[src/rtl/clock_pkg.sv]
// Shared constants for the time-of-day keeper.
// BCD digit limits and synchroniser defaults.
package clock_pkg;

  localparam int SEC_MAX  = 59;
  localparam int MIN_MAX  = 59;
  localparam int HR24_MAX = 23;
  localparam int HR12_MIN = 1;
  localparam int HR12_MAX = 12;

  localparam int SYNC_STAGES_DEF = 2;

  function automatic int hr_max(input int twelve);
    return (twelve != 0) ? HR12_MAX : HR24_MAX;
  endfunction

  function automatic int hr_min(input int twelve);
    return (twelve != 0) ? HR12_MIN : 0;
  endfunction

endpackage

[src/rtl/bcd_mod_counter.sv]
// Two-digit BCD counter running MIN..MAX.
// carry pulses combinationally on the increment that wraps.
module bcd_mod_counter #(
  parameter int MAX = 59,
  parameter int MIN = 0,
  parameter int RST = 0,
  parameter int TW  = 3
) (
  input  logic          clk,
  input  logic          reset,
  input  logic          inc,
  input  logic          clear,
  output logic [TW-1:0] tens,
  output logic [3:0]    ones,
  output logic          carry
);

  localparam logic [TW-1:0] MAX_T = TW'(MAX / 10);
  localparam logic [3:0]    MAX_O = 4'(MAX % 10);
  localparam logic [TW-1:0] MIN_T = TW'(MIN / 10);
  localparam logic [3:0]    MIN_O = 4'(MIN % 10);
  localparam logic [TW-1:0] RST_T = TW'(RST / 10);
  localparam logic [3:0]    RST_O = 4'(RST % 10);

  logic at_max;

  assign at_max = (tens == MAX_T) && (ones == MAX_O);
  assign carry  = inc && !clear && at_max;

  always_ff @(posedge clk or posedge reset) begin
    if (reset) begin
      tens <= RST_T;
      ones <= RST_O;
    end else if (clear || carry) begin
      tens <= MIN_T;
      ones <= MIN_O;
    end else if (inc) begin
      if (ones == 4'd9) begin
        tens <= tens + 1'b1;
        ones <= '0;
      end else begin
        ones <= ones + 1'b1;
      end
    end
  end

endmodule

[src/rtl/clock_time_counter.sv]
// BCD time-of-day keeper fed by the clock divider.
// Ticks on clk_1hz rises; set buttons step minutes/hours on clk_set rises.
module clock_time_counter
  import clock_pkg::*;
#(
  parameter int TWELVE_HOUR = 0,
  parameter int SYNC_STAGES = SYNC_STAGES_DEF
) (
  input  logic       clk,
  input  logic       reset,
  input  logic       clk_1hz,
  input  logic       clk_set,
  input  logic       set_hours,
  input  logic       set_minutes,
  output logic [1:0] hours_tens,
  output logic [3:0] hours_ones,
  output logic [2:0] minutes_tens,
  output logic [3:0] minutes_ones,
  output logic [2:0] seconds_tens,
  output logic [3:0] seconds_ones,
  output logic       pm,
  output logic       time_changed
);

  localparam int HMAX = hr_max(TWELVE_HOUR);
  localparam int HMIN = hr_min(TWELVE_HOUR);
  localparam int HRST = (TWELVE_HOUR != 0) ? HR12_MAX : 0;

  logic [3:0] raw;
  logic [SYNC_STAGES-1:0][3:0] sync_q;
  logic [3:0] synced;
  logic [1:0] prev_q;
  logic [1:0] rise;
  logic [1:0] rise_q;
  logic [1:0] arm_cnt;
  logic       arm_q;
  logic       pm_q;
  logic       tc_q;

  logic set_mode;
  logic tick;
  logic min_set;
  logic hr_set;
  logic sec_carry;
  logic min_carry;
  logic day_wrap;
  logic min_inc;
  logic hr_inc;
  logic hr_eleven;

  assign raw    = {set_minutes, set_hours, clk_set, clk_1hz};
  assign synced = sync_q[SYNC_STAGES-1];
  assign rise   = synced[1:0] & ~prev_q & {2{arm_q}};

  always_ff @(posedge clk or posedge reset) begin
    if (reset) begin
      sync_q <= '0;
      prev_q <= '0;
      rise_q <= '0;
    end else begin
      sync_q <= {sync_q[SYNC_STAGES-2:0], raw};
      prev_q <= synced[1:0];
      rise_q <= rise;
    end
  end

  // Hold off edge detection until the chains have flushed reset zeros.
  always_ff @(posedge clk or posedge reset) begin
    if (reset) begin
      arm_cnt <= '0;
      arm_q   <= 1'b0;
    end else if (!arm_q) begin
      if (arm_cnt == 2'(SYNC_STAGES)) arm_q <= 1'b1;
      else arm_cnt <= arm_cnt + 1'b1;
    end
  end

  assign set_mode = synced[2] | synced[3];
  assign tick     = rise_q[0] & ~set_mode;
  assign min_set  = rise_q[1] & synced[3];
  assign hr_set   = rise_q[1] & synced[2];
  assign min_inc  = min_set | sec_carry;
  assign hr_inc   = hr_set | (min_carry & tick);

  bcd_mod_counter #(
    .MAX(SEC_MAX), .MIN(0), .RST(0), .TW(3)
  ) u_sec (
    .clk(clk), .reset(reset),
    .inc(tick), .clear(min_set),
    .tens(seconds_tens), .ones(seconds_ones),
    .carry(sec_carry)
  );

  bcd_mod_counter #(
    .MAX(MIN_MAX), .MIN(0), .RST(0), .TW(3)
  ) u_min (
    .clk(clk), .reset(reset),
    .inc(min_inc), .clear(1'b0),
    .tens(minutes_tens), .ones(minutes_ones),
    .carry(min_carry)
  );

  bcd_mod_counter #(
    .MAX(HMAX), .MIN(HMIN), .RST(HRST), .TW(2)
  ) u_hr (
    .clk(clk), .reset(reset),
    .inc(hr_inc), .clear(1'b0),
    .tens(hours_tens), .ones(hours_ones),
    .carry(day_wrap)
  );

  assign hr_eleven = (hours_tens == 2'd1) && (hours_ones == 4'd1);

  always_ff @(posedge clk or posedge reset) begin
    if (reset) begin
      pm_q <= 1'b0;
      tc_q <= 1'b0;
    end else begin
      if (hr_inc && hr_eleven) pm_q <= ~pm_q;
      tc_q <= tick | min_set | hr_set | day_wrap;
    end
  end

  assign pm           = (TWELVE_HOUR != 0) && pm_q;
  assign time_changed = tc_q;

endmodule

[config.mk]
export PLATFORM = sky130hd
export DESIGN_NAME = clock_time_counter
export DESIGN_NICKNAME = d
export VERILOG_FILES = /design/src/rtl/clock_pkg.sv /design/src/rtl/bcd_mod_counter.sv /design/src/rtl/clock_time_counter.sv
export SDC_FILE = /design/constraint.sdc
export NUM_CORES = 1
export LEC_CHECK = 0
export ABC_AREA = 1
export BUFFER_PORTS_ARGS = -buffer_cell sky130_fd_sc_hd__buf_2
export CORE_MARGIN = 4
export CORE_UTILIZATION = 45
export DETAILED_ROUTE_END_ITERATION = 10
export PLACE_DENSITY_LB_ADDON = 0.1
export SLEW_MARGIN = 20
export SYNTH_ARGS = -nofsm -noshare
export SYNTH_HDL_FRONTEND = slang
export SYNTH_SLANG_ARGS = --single-unit
[constraint.sdc]
create_clock -name clk -period 1.5 [get_ports clk]
set_input_delay 0.15 -clock clk [delete_from_list [all_inputs] [get_ports clk]]
set_output_delay 0.15 -clock clk [all_outputs]
set_load 0.02 [all_outputs]
Yosys cells after proc, flatten, opt, wreduce, memory -nomap -nowiden --
Index checks and enable logic that the tools add are counted.
Word-level totals: word-level logic and storage cells 83, output and inout port bits 22, register bits 36, input port bits 6
Cells by class: bitwise gates (word level) 16, equal/unequal tests 8, $add $sub $neg 7, reductions and logical operators 19, muxes and demuxes 20
Operator list (count):
- 2-to-1 mux 4 bit | 9
- 2-to-1 mux 3 bit | 6
- adder 4 x 1 -> 4 bit, second input constant | 3
- equality test 4 bit, second input constant | 3
- nonzero test 2 bit | 6
- AND reduction 2 bit | 4
- logical AND 1 bit | 7
- adder 3 x 1 -> 3 bit, second input constant | 2
- equality test 3 bit, second input constant | 2
- 2-to-1 mux 2 bit | 3
- OR 1 bit | 6
- adder 2 x 1 -> 2 bit, second input constant | 2
- AND 1 bit | 4
- AND 2 bit | 2
- equality test 2 bit, second input constant | 2
- equality test 4 x 2 -> 1 bit, second input constant | 1
- inverter 1 bit | 3
- 2-to-1 mux 1 bit | 2
- inverter 2 bit | 1
- zero test 1 bit | 1
- logical OR 1 bit | 1

Logic depth before layout (Yosys ltp) --
depth in word-level cells 12, gate-level depth with buffers 11, depth with buffers taken out 11

Modules after synthesis --
From an unflattened synthesis, not the netlist that was laid out.
Unflattened totals: cell total of the unflattened synthesis 196, area total of the unflattened synthesis 1767.9 um2
By module, submodules not included:
- bcd_mod_counter at u_min ... | cells each 50, instances 2, area each 426.7 um2, sequential area each 175.2 um2
- clock_time_counter | cells each 48, instances 1, area each 539.3 um2, sequential area each 400.4 um2
- bcd_mod_counter at u_hr | cells each 48, instances 1, area each 375.4 um2, sequential area each 150.1 um2

Worst setup path after synthesis --
No wires, ideal clock.
path kind register to register, from register u_sec.ones[0], to register u_min.tens[2], cell stages (with the launch flop) 10, setup slack -0.041 ns, data required time 1.368 ns, setup time 0.132 ns, data arrival time 1.409 ns, clock period less this slack 1.541 ns, path buffers 1, path through dfrtp_1 -> ha_1 -> nand2_2 -> nor2_2 -> nand3_1 -> nand2_2 -> buf_6 -> nand2_4 -> o21ai_2 -> o31ai_2
Between the ends: cells in the longest elaborated chain, start to end 7, elaborated cells on any way between the ends 9, classes of those cells eq/ne (1); mux (1); bitwise (1); reduce/logical (6)
RTL lines:
- start: declaration | RTL line bcd_mod_counter.sv:14 | output logic [3:0] ones,
- start signal: assignment | RTL line bcd_mod_counter.sv:42 | ones <= ones + 1'b1;
- equality test 4 bit * | RTL line bcd_mod_counter.sv:27 | assign at_max = (tens == MAX_T) && (ones == MAX_O);
- logical AND 1 bit * | RTL line bcd_mod_counter.sv:27
- logical AND 1 bit * | RTL line bcd_mod_counter.sv:28 | assign carry = inc && !clear && at_max;
- OR 1 bit * | RTL line clock_time_counter.sv:82 | assign min_inc = min_set | sec_carry;
- logical AND 1 bit | RTL line bcd_mod_counter.sv:28
- nonzero test 2 bit (no source line)
- AND reduction 2 bit (no source line)
- end signal: assignment | RTL line bcd_mod_counter.sv:39 | tens <= tens + 1'b1;
- end: declaration | RTL line bcd_mod_counter.sv:13 | output logic [TW-1:0] tens,
Every way passes the cells marked *; elsewhere a longest branch is shown, timed or not. A chain may end at the register's enable or synchronous reset.

Worst setup path in the final report --
from register u_sec.ones[1], to register u_min.tens[2]
Same word-level chain as after synthesis.

==> results.sh <==
export IMPL_cap_violations=0
export IMPL_regToRegStartpoint="u_sec.ones[1]"
export IMPL_layout_setup_ws_ps=16.7
export IMPL_ys_flop_type="dfrtp_1"
export IMPL_hold_path_class="register to register"
export IMPL_grt_pass1_vias=1154
export IMPL_whs_ps=352
export IMPL_synthToLayoutAreaGrowth_pct=30.9
export IMPL_gp_congestion=0.826
export IMPL_vias=1218
export IMPL_die_y_um=68.5
export IMPL_layout_min_cycle_time_ps=1480
export IMPL_die_area_um2=4690
export IMPL_r2r_cells=10
export IMPL_finalCritPeriodShare_pct=98.9
export IMPL_htree_levels=2
export IMPL_synthCells=164
export IMPL_synth_cell_types=26
export IMPL_ir_worst_vdd_v=0.000735
export IMPL_whs_endpoint="synced[1]"
export IMPL_synth_edff_count=0
export IMPL_drt_total_wl_um=2870
export IMPL_synth_common_cells="36 x dfrtp_1, 27 x nand2_1, 22 x inv_1, 14 x nor2_1"
export IMPL_leakagePower_nw=1.11
export IMPL_syn_area_per_cell_um2=10.0
export IMPL_cp_required_ps=1670
export IMPL_grt_met1_usage_pct=18.0
export IMPL_pre_cts_ws_ps=17.9
export IMPL_postRouteAntennaNets=0
export IMPL_use_met3_pct=5.51
export IMPL_n_fill_cell=291
export IMPL_synth_top_area_share_pct=54.7
export IMPL_layoutNonFillerInstCount=257
export IMPL_hold_viol=0
export IMPL_ys_ff_latch=36
export IMPL_clockRootBuffer="clkbuf_8"
export IMPL_p_per_area_nw_per_um2=1460
export IMPL_r2r_slack_ps=20
export IMPL_cp_max_fo=6
export IMPL_critPathKind="register to register"
export IMPL_dieWidth_um=68.5
export IMPL_synth_fp_nets=180
export IMPL_dp_hpwl_um=2060
export IMPL_port_buffers=26
export IMPL_numCtsBuffers=5
export IMPL_core_area_um2=3440
export IMPL_rr_endpoint="u_min.tens[2]"
export IMPL_grt_max_degree=27
export IMPL_antenna_found_initial=0
export IMPL_drt_iter0_markers=50
export IMPL_dp_cells=241
export IMPL_detail_route_wl_per_cell_um=11.2
export IMPL_cp_end_kind="register"
export IMPL_synthArstFlopShare_pct=100
export IMPL_grt_first_pass_wirelength_um=5000
export IMPL_finalSetupViolCount=0
export IMPL_fmax_mhz=674
export IMPL_n_antenna_cell=0
export IMPL_synth_area_top_cells="dfrtp_1 55%, ha_1 7.6%, nand2_1 6.2%"
export IMPL_min_delay_start="sync_q[1]"
export IMPL_worst_setup_path_start_kind="register"
export IMPL_drc=0
export IMPL_yosysWarnings=0
export IMPL_clkTransAtPathRegs_ps=70
export IMPL_grt_use_total_pct=14.3
export IMPL_clk_latency_ps=280
export IMPL_synth_area_um2=1650
export IMPL_grt_setup_unrepaired="yes"
export IMPL_layout_nets=226
export IMPL_grt_overflow_total=0
export IMPL_worst_ep_arrival_time_ps=1650
export IMPL_holdPathStages=0
export IMPL_initial_core_util_pct=47.8
export IMPL_busiest_layer="met2"
export IMPL_first_pass_iters=4
export IMPL_status="complete, no violations"
export IMPL_skew_ps=2.20
export IMPL_yosys_area_top_type="dfrtp_1"
export IMPL_yosysMostFrequentCell="dfrtp_1"
export IMPL_drive_gt1_share_pct=31.3
export IMPL_vias_per_cell=4.74
export IMPL_multi_input_area_um2=712
export IMPL_clockBufferDepth=2
export IMPL_slew_viol_final=0
export IMPL_clock_sinks=36
export IMPL_ios=28
export IMPL_cts_tree="built"
export IMPL_row_count=21
export IMPL_regArea_um2=903
export IMPL_grt_use_met2_pct=22.8
export IMPL_ys_seq_area_share_pct=54.7
cell type report:
type                       count  area share (%)
sequential                    36            41.9
tap                           46            2.67
timing repair buffer          40            13.2
inverter                      23            4.00
clock inverter                 3            1.97
multi-input combinational    104            33.0
clock buffer                   5            3.19
timing repair:
item | CTS | global route
hold buffers | 5 | 0
endpoints found under the hold margin | 14 | 0
endpoints found under the setup margin | 0 | 13
resized for setup | 0 | 13
setup buffers | 0 | 2
flip-flops by register name (all words and copies together) (netlist names):
signal / cells
sync_q: 4
synced: 4
u_hr.ones: 4
u_min.ones: 4
u_sec.ones: 4
u_min.tens: 3
u_sec.tens: 3
arm_cnt: 2
prev_q: 2
rise_q: 2
u_hr.tens: 2
arm_q: 1
time_changed: 1
routing by layer:
layer | share of wire (%) | wire, um
met5 | 0 | 0
met4 | 0.38 | 11
met3 | 5.0 | 144
met2 | 47 | 1340
met1 | 48 | 1370
logic make-up (layout without fill, tap and decap cells):
kind of cell             after synthesis  after routing  synth area share, %
AND/OR/NAND/NOR                       65             66                 18.2
flip-flops                            36             36                 54.7
buffers and inverters                 25             71                 6.38
AO/OA/AOI/OAI                         21             21                 9.65
adder cells (fa/ha/maj)               10             10                 7.60
XOR/XNOR                               6              6                 3.19
other                                  1              1                0.228
stage by stage:
step	util [%]	power, mW	instance area [um^2]	TNS (ps)
6_report	62.6	3.14	2160	0
5_1_grt	62.6	3.36	2160	-261
4_1_cts	59.8	3.12	2060	0
3_5_place_dp	55.1	2.27	1900	0
3_3_place_gp	55.1	2.24	1900	0
2_1_floorplan	-	1.94	1650	0
report_power, final:
group	switching (mW)	leakage (nW)	total, mW	internal, mW
clock	0.350	0.0541	0.841	0.492
sequential	0.189	0.443	1.34	1.15
combinational	0.589	0.616	0.962	0.374
total	1.13	1.11	3.14	2.02
worst max-delay path by stage:
stage / from / endpoint / slack [ps] / cells after the start
floorplan: u_sec.ones[1] / u_min.tens[2] / 4 / 10
global placement: u_sec.ones[1] / u_hr.tens[0] / 70 / 11
detailed placement: u_sec.ones[1] / u_hr.tens[1] / 20 / 11
CTS: u_sec.ones[1] / u_hr.tens[1] / 10 / 11
global route: u_sec.ones[1] / u_min.tens[2] / -70 / 10
finish: u_sec.ones[1] / u_min.tens[2] / 20 / 10
placed cells by master (no fill, tap or decap), types with 3 or more instances in the layout:
cell type      netlist  routed
dfrtp_1             36      34
nand2_1             27      26
buf_2                0      26
inv_1               22      21
nor2_1              14      14
ha_1                10       9
nand3_1             10       8
o21ai_0              7       7
xor2_1               6       6
buf_4                1       6
nand4_1              5       5
clkbuf_8             0       5
dlygate4sd3_1        0       5
nand2_4              2       4
o21ai_2              4       4
buf_12               0       3
critical path, cell delays in order, from the launching register on:
cell     delay [ps]
dfrtp_2         410
inv_2            60
ha_4            120
nand2_4          60
nor2_4          110
nand3_2         100
nand2_4         100
buf_12          130
nand2_8          60
o21ai_2         150
o31ai_2          80
Note: power is estimated with default switching activity, not from simulation.
